$ cat config.mk
export PLATFORM = sky130hd
export DESIGN_NAME = mul_div_unit_flat
export DESIGN_NICKNAME = d
export VERILOG_FILES = /design/src/rtl/mul_div_unit_pkg.sv /design/src/rtl/mul_div_unit_if.sv /design/src/rtl/mul_div_sign_fix.sv /design/src/rtl/mul_div_unit.sv /design/src/flat_wrapper.sv
export SDC_FILE = /design/constraint.sdc
export NUM_CORES = 1
export LEC_CHECK = 0
export CAP_MARGIN = 20
export CORE_ASPECT_RATIO = 1.75
export CORE_MARGIN = 5
export CORE_UTILIZATION = 40
export DETAILED_ROUTE_END_ITERATION = 8
export SLEW_MARGIN = 20
export SYNTH_ARGS = -nofsm -noshare
export SYNTH_HDL_FRONTEND = slang
export SYNTH_SLANG_ARGS = --single-unit
$ cat constraint.sdc
create_clock -name clk -period 5.78 [get_ports clk]
set_input_delay 0.578 -clock clk [delete_from_list [all_inputs] [get_ports clk]]
set_output_delay 0.578 -clock clk [all_outputs]
set_load 0.01 [all_outputs]
$ cat src/rtl/mul_div_unit_pkg.sv
// Shared definitions for the iterative multiply/divide unit: op codes, FSM states
// and small op-decode helpers.
package mul_div_pkg;

  localparam logic [1:0] OP_MULT  = 2'd0;
  localparam logic [1:0] OP_MULTU = 2'd1;
  localparam logic [1:0] OP_DIV   = 2'd2;
  localparam logic [1:0] OP_DIVU  = 2'd3;

  typedef enum logic [1:0] {
    ST_IDLE,
    ST_RUN,
    ST_FIX
  } state_t;

  function automatic logic op_is_div(input logic [1:0] op);
    return op[1];
  endfunction

  function automatic logic op_is_signed(input logic [1:0] op);
    return ~op[0];
  endfunction

endpackage

$ cat src/rtl/mul_div_unit_if.sv
// Request/result bundle between the execute stage and the multiply/divide unit.
interface mul_div_unit_if #(parameter int WIDTH = 32);
  logic             start;
  logic [1:0]       op;
  logic [WIDTH-1:0] a;
  logic [WIDTH-1:0] b;
  logic             hi_we;
  logic             lo_we;
  logic [WIDTH-1:0] wdata;
  logic             busy;
  logic             done;
  logic             dbz;
  logic [WIDTH-1:0] hi;
  logic [WIDTH-1:0] lo;

  modport master (
    output start, op, a, b, hi_we, lo_we, wdata,
    input  busy, done, dbz, hi, lo
  );

  modport slave (
    input  start, op, a, b, hi_we, lo_we, wdata,
    output busy, done, dbz, hi, lo
  );
endinterface

$ cat src/rtl/mul_div_sign_fix.sv
// Conditional two's-complement negation; i_cin lets a wide value be negated
// one half at a time (low half gets 1, high half gets the low-half borrow).
module mul_div_sign_fix #(
  parameter int WIDTH = 32
) (
  input  logic [WIDTH-1:0] i_val,
  input  logic             i_neg,
  input  logic             i_cin,
  output logic [WIDTH-1:0] o_val
);
  assign o_val = i_neg ? (~i_val + {{(WIDTH-1){1'b0}}, i_cin}) : i_val;
endmodule

$ cat src/rtl/mul_div_unit.sv
// Iterative MULT/MULTU/DIV/DIVU unit with HI/LO registers (shift-add / restoring).
// Optional MUL_DIV_UNIT_EARLY_OUT_EN: multiply stops once remaining multiplier bits are zero.
module mul_div_unit
  import mul_div_pkg::*;
#(
  parameter int WIDTH = 32
) (
  input logic           clk,
  input logic           reset,
  mul_div_unit_if.slave bus
);
  localparam int CW = $clog2(WIDTH) + 1;

  state_t           r_state, w_next;
  logic             r_is_div;
  logic             r_neg_pq;
  logic             r_neg_r;
  logic             r_bzero;
  logic [WIDTH-1:0] r_acc;
  logic [WIDTH-1:0] r_mpl;
  logic [WIDTH-1:0] r_mcand;
  logic [CW-1:0]    r_cnt;
  logic             r_done;
  logic             r_dbz;
  logic [WIDTH-1:0] r_hi;
  logic [WIDTH-1:0] r_lo;

  // Operand decode at start: magnitudes for signed ops.
  logic             w_sgn;
  logic [WIDTH-1:0] w_a_abs, w_b_abs;
  assign w_sgn   = op_is_signed(bus.op);
  assign w_a_abs = (w_sgn && bus.a[WIDTH-1]) ? (~bus.a + 1'b1) : bus.a;
  assign w_b_abs = (w_sgn && bus.b[WIDTH-1]) ? (~bus.b + 1'b1) : bus.b;

  // Multiply step: r_acc is the upper accumulator, r_mpl the multiplier / product low half.
  logic [WIDTH:0]   w_msum;
  logic [WIDTH-1:0] w_mpl_nx;
  assign w_msum   = {1'b0, r_acc} + (r_mpl[0] ? {1'b0, r_mcand} : {(WIDTH+1){1'b0}});
  assign w_mpl_nx = {w_msum[0], r_mpl[WIDTH-1:1]};

  // Divide step: r_acc is the remainder, r_mpl the dividend / quotient.
  logic [WIDTH:0]   w_shift;
  logic             w_ge;
  logic [WIDTH-1:0] w_diff;
  assign w_shift = {r_acc, r_mpl[WIDTH-1]};
  assign w_ge    = (w_shift >= {1'b0, r_mcand});
  assign w_diff  = w_shift[WIDTH-1:0] - r_mcand;

  logic w_last;
  logic [2*WIDTH-1:0] w_prod;
`ifdef MUL_DIV_UNIT_EARLY_OUT_EN
  logic [WIDTH-1:0] w_mask;
  logic [CW-1:0]    w_rem;
  // Unconsumed multiplier bits sit in the low WIDTH-(r_cnt+1) bits after this step.
  assign w_mask = {WIDTH{1'b1}} >> (r_cnt + 1'b1);
  assign w_last = (r_cnt == CW'(WIDTH - 1)) ||
                  (!r_is_div && ((w_mpl_nx & w_mask) == '0));
  assign w_rem  = CW'(WIDTH) - r_cnt;
  assign w_prod = {r_acc, r_mpl} >> w_rem;
`else
  assign w_last = (r_cnt == CW'(WIDTH - 1));
  assign w_prod = {r_acc, r_mpl};
`endif

  // Result sign correction.
  logic [WIDTH-1:0] w_plo, w_phi, w_q, w_r;

  mul_div_sign_fix #(.WIDTH(WIDTH)) u_fix_plo (
    .i_val(w_prod[WIDTH-1:0]),       .i_neg(r_neg_pq), .i_cin(1'b1),
    .o_val(w_plo)
  );
  mul_div_sign_fix #(.WIDTH(WIDTH)) u_fix_phi (
    .i_val(w_prod[2*WIDTH-1:WIDTH]), .i_neg(r_neg_pq),
    .i_cin(w_prod[WIDTH-1:0] == '0), .o_val(w_phi)
  );
  mul_div_sign_fix #(.WIDTH(WIDTH)) u_fix_q (
    .i_val(r_mpl), .i_neg(r_neg_pq), .i_cin(1'b1), .o_val(w_q)
  );
  mul_div_sign_fix #(.WIDTH(WIDTH)) u_fix_r (
    .i_val(r_acc), .i_neg(r_neg_r),  .i_cin(1'b1), .o_val(w_r)
  );

  always_ff @(posedge clk or negedge reset) begin
    if (!reset) r_state <= ST_IDLE;
    else        r_state <= w_next;
  end

  always_comb begin
    w_next = r_state;
    case (r_state)
      ST_IDLE: if (bus.start) w_next = ST_RUN;
      ST_RUN:  if (w_last)    w_next = ST_FIX;
      ST_FIX:                 w_next = ST_IDLE;
      default:                w_next = ST_IDLE;
    endcase
  end

  always_ff @(posedge clk or negedge reset) begin
    if (!reset) begin
      r_is_div <= 1'b0;
      r_neg_pq <= 1'b0;
      r_neg_r  <= 1'b0;
      r_bzero  <= 1'b0;
      r_acc    <= '0;
      r_mpl    <= '0;
      r_mcand  <= '0;
      r_cnt    <= '0;
      r_done   <= 1'b0;
      r_dbz    <= 1'b0;
      r_hi     <= '0;
      r_lo     <= '0;
    end else begin
      r_done <= 1'b0;
      case (r_state)
        ST_IDLE: begin
          if (bus.hi_we) r_hi <= bus.wdata;
          if (bus.lo_we) r_lo <= bus.wdata;
          if (bus.start) begin
            r_is_div <= op_is_div(bus.op);
            r_neg_pq <= w_sgn & (bus.a[WIDTH-1] ^ bus.b[WIDTH-1]);
            r_neg_r  <= w_sgn & bus.a[WIDTH-1];
            r_bzero  <= (bus.b == '0);
            r_acc    <= '0;
            r_mcand  <= op_is_div(bus.op) ? w_b_abs : w_a_abs;
            r_mpl    <= op_is_div(bus.op) ? w_a_abs : w_b_abs;
            r_cnt    <= '0;
            r_dbz    <= 1'b0;
          end
        end
        ST_RUN: begin
          r_cnt <= r_cnt + 1'b1;
          if (!r_is_div) begin
            r_acc <= w_msum[WIDTH:1];
            r_mpl <= w_mpl_nx;
          end else begin
            r_acc <= w_ge ? w_diff : w_shift[WIDTH-1:0];
            r_mpl <= {r_mpl[WIDTH-2:0], w_ge};
          end
        end
        ST_FIX: begin
          // With a zero divisor the remainder path already reproduces a.
          r_hi   <= r_is_div ? w_r : w_phi;
          r_lo   <= r_is_div ? (r_bzero ? {WIDTH{1'b1}} : w_q) : w_plo;
          r_done <= 1'b1;
          if (r_is_div && r_bzero) r_dbz <= 1'b1;
        end
        default: ;
      endcase
    end
  end

  assign bus.busy = (r_state != ST_IDLE);
  assign bus.done = r_done;
  assign bus.dbz  = r_dbz;
  assign bus.hi   = r_hi;
  assign bus.lo   = r_lo;

endmodule

$ cat src/flat_wrapper.sv
// flat-port wrapper written by rule: the top's interface ports become plain ports
module mul_div_unit_flat import mul_div_pkg::*;
#(
  parameter int WIDTH = 32
)
  (clk, reset, bus_start, bus_op, bus_a, bus_b, bus_hi_we, bus_lo_we, bus_wdata, bus_busy, bus_done, bus_dbz, bus_hi, bus_lo);
  mul_div_unit_if #(.WIDTH(WIDTH)) bus_i ();
  input logic clk;
  input logic reset;
  input wire logic [$bits(bus_i.start)-1:0] bus_start;
  input wire logic [$bits(bus_i.op)-1:0] bus_op;
  input wire logic [$bits(bus_i.a)-1:0] bus_a;
  input wire logic [$bits(bus_i.b)-1:0] bus_b;
  input wire logic [$bits(bus_i.hi_we)-1:0] bus_hi_we;
  input wire logic [$bits(bus_i.lo_we)-1:0] bus_lo_we;
  input wire logic [$bits(bus_i.wdata)-1:0] bus_wdata;
  output wire logic [$bits(bus_i.busy)-1:0] bus_busy;
  output wire logic [$bits(bus_i.done)-1:0] bus_done;
  output wire logic [$bits(bus_i.dbz)-1:0] bus_dbz;
  output wire logic [$bits(bus_i.hi)-1:0] bus_hi;
  output wire logic [$bits(bus_i.lo)-1:0] bus_lo;
  assign bus_i.start = bus_start;
  assign bus_i.op = bus_op;
  assign bus_i.a = bus_a;
  assign bus_i.b = bus_b;
  assign bus_i.hi_we = bus_hi_we;
  assign bus_i.lo_we = bus_lo_we;
  assign bus_i.wdata = bus_wdata;
  assign bus_busy = bus_i.busy;
  assign bus_done = bus_i.done;
  assign bus_dbz = bus_i.dbz;
  assign bus_hi = bus_i.hi;
  assign bus_lo = bus_i.lo;
  mul_div_unit #(.WIDTH(WIDTH)) u_core (.clk(clk), .reset(reset), .bus(bus_i));
endmodule
==> flow_summary.ini <==
[status]
outcome = finished clean

[global_routing]
grt_max_degree = 93
overflow = 0
antenna_found_initial = 0
grt_pass1_vias = 14310
track_usage = 0.2623
grt_pass1_wl_um = 84360

[setup_path]
crit_chain = inv_1 > ha_1 > nand2_1 > or3_1 > or4_1 > nor3_1 > nand3_1 > nor3_1 > ha_1 > ha_1 > nand2_1 > a21oi_1 > nor2b_1 > or3_1 > o41ai_2 > xor2_1 > nand2_1 > o21ai_0 > o21ai_0
start_kind = register
slowest_stage = dfrtp_1
critPathMaxStageDelay_ps = 470
cp.arrival_ps = 4670
endpoint_kind = register
critPathRequiredTime_ps = 6100
path_class = register to register
critPathMaxFanout = 7
r2r_start = u_core.r_mpl[0]
cp-startpoint = u_core.r_mpl[0]

[drt]
vias_per_cell = 5.915
wl_per_cell_um = 22.28
drc = 0
drt_pre_antenna_iters = 5
drtIter0Drc = 1162
vias = 14960
ant_nets = 0
drt-total-wl_um = 56350

[power]
power.share.clock = 0.102
p_int_mw = 5.680
vdd_drop_max_uv = 247.7
power_mw = 11.52
power_density_nw_per_um2 = 651.7
p_seq_frac = 0.238
swShare = 0.5068
pwr-share-comb = 0.659
power.switching_mw = 5.838
leakage_nw = 7.153

[worst_hold_path]
worst_hold_path_type = primary input to async pin

[synth]
ys_seq_area_frac = 0.2885
synthDominantCellAreaShare = 0.2885
synthCells = 1956
synth_ff_type = dfrtp_1
ys_warn_count = 0
yosys_register_bits = 174
synth.distinct_cells = 77
synth_nets = 2132
syn_avg_cell_area_um2 = 7.716
synth_area_leaders = dfrtp_1 29%, o21ai_0 6.5%, xnor2_1 6.0%, ha_1 5.9%, nand2_1 5.7%
synth-edff-count = 0
syn_area_um2 = 15090
synth.largest_area_cell = dfrtp_1
synthArstFlopShare = 1.000

[place]
dp_slack_ps = 1421
post-dp-hpwl_um = 44090
place.gp.congestion = 0.9097
port_buffers = 169
place_area_um2 = 17090

[finish]
final_cell_area_um2 = 17670
final_common_cell = nand2_1
fin_util = 0.4711
drive_above_1_share = 0.04490
multi_input_area_um2 = 10030
seq_area_um2 = 4358
num_antenna_cells = 0
area_growth_pct = 17.10
fin_nets = 2212
final_cell_mix = 229 x nand2_1, 195 x nor2_1, 195 x o21ai_0
fillers = 3770

[timing]
finalSetupViolCount = 0
period_needed_ps = 4350
fin_skew_ps = 13.55
worst_pin_slew_ps = 1024
period_share = 0.7527
drv_slew = 0
setup_slack_ps = 1430
fmax_mhz = 229.9
rsz0062_at_grt = no
relSlewSlack = 0.3165
fin_tns_setup_ps = 0
finalHoldViolations = 0

[clock_tree]
cts_buffers = 17
cts_setup_buffers = 0
root_buffer = clkbuf_16
clock_sinks = 174
htreeDepth = 4
cts_tree = built
postCtsHoldBufs = 0
clock_latency_ps = 460
cts_resized = 0
clk_pin_slew_ps = 80
clockBufferDepth = 2

[die]
die_w_um = 156.8
placementRows = 94
start_util = 0.4023
die_y_um = 267.0
core-area_um2 = 37520
die_area_um2 = 41870
pin_count = 170

[run]
maxCapViolations = 0
==> worst max-delay path, delay by kind of cell, from the launching register on <==
kind / cells / cell delay [ps]
adder cells (fa/ha/maj): 3 / 610
flip-flops: 1 / 470
AO/OA/AOI/OAI: 4 / 710
AND/OR/NAND/NOR: 10 / 2170
XOR/XNOR: 1 / 170
buffers and inverters: 1 / 110
==> cell type report <==
type / instances / share of cell area
sequential: 174 / 0.2466
clock inverter: 14 / 0.008142
tap: 480 / 0.03398
clock buffer: 18 / 0.02485
multi-input combinational: 1586 / 0.5673
timing repair buffer: 189 / 0.1047
inverter: 68 / 0.01444
==> per-layer routing <==
metal  track usage  share of wire
met5             0              0
met4        0.1880          0.081
met3       0.02628          0.041
met2        0.4616           0.51
met1        0.2903           0.37
==> final timing paths <==
kind,to,slack [ps],cells past startpoint
worst max-delay path,u_core.bus.hi[22],1430,19
worst min-delay path,u_core.r_acc[21],140,1
worst max register to register,u_core.bus.hi[22],1430,19
worst min register to register,u_core.bus.lo[3],480,2
max in group asynchronous,u_core.r_is_div,4550,2
min in group clk,u_core.bus.lo[3],480,2
==> stage by stage <==
stage | hold WS [ps] | instances
floorplan | 282.4 | 1956
global placement | 460.2 | 2497
detailed placement | 467.0 | 2497
CTS | 184.8 | 2529
global route | 223.7 | 2529
finish | 140.9 | 2529
==> power groups by stage <==
stage | Clock, mW | Combinational [mW] | Sequential [mW]
2_1_floorplan | 0 | 5.44 | 2.41
3_3_place_gp | 0 | 7.45 | 2.72
3_5_place_dp | 0 | 7.54 | 2.75
4_1_cts | 1.19 | 7.58 | 2.72
5_1_grt | 1.24 | 8.37 | 2.82
6_report | 1.18 | 7.60 | 2.75
==> cell usage after synthesis, types with 17 or more instances <==
library cell    n
a31oi_1        20
xor2_1         68
o21ai_0       195
nand3_1        25
clkbuf_1      102
inv_1          68
mux2i_1        40
a21oi_1       163
ha_1           71
dfrtp_1       174
o211ai_1       41
a21o_1         28
nor3_1         37
a211oi_1       47
or3_1          19
o31ai_1        37
nor4_1         19
nor2_1        196
xnor2_1       103
nand2_1       230
nor2b_1        17
nand2b_1       19
==> state kept, by name, indices dropped and copies added (netlist names) <==
signal,cells
u_core.r_state,2
u_core.bus.dbz,1
u_core.bus.lo,32
u_core.r_acc,32
u_core.bus.hi,32
u_core.bus.done,1
u_core.r_neg_pq,1
u_core.r_mcand,32
u_core.r_bzero,1
u_core.r_is_div,1
u_core.r_cnt,6
u_core.r_neg_r,1
u_core.r_mpl,32
==> cells by family (layout without fill, tap and decap cells) <==
kind of cell               after synthesis  after routing  share of synthesized area
DFF                                    174            174                     0.2885
AOI/OAI and AO/OA                      663            663                     0.2762
and+or+nand+nor                        638            638                     0.1974
adders and majority gates               73             73                    0.06152
xor gates and xnor gates               171            171                    0.09924
muxes                                   41             41                    0.02728
buffers and inverters                  196            289                    0.04983
No activity file was read; power rests on OpenSTA's default activity.
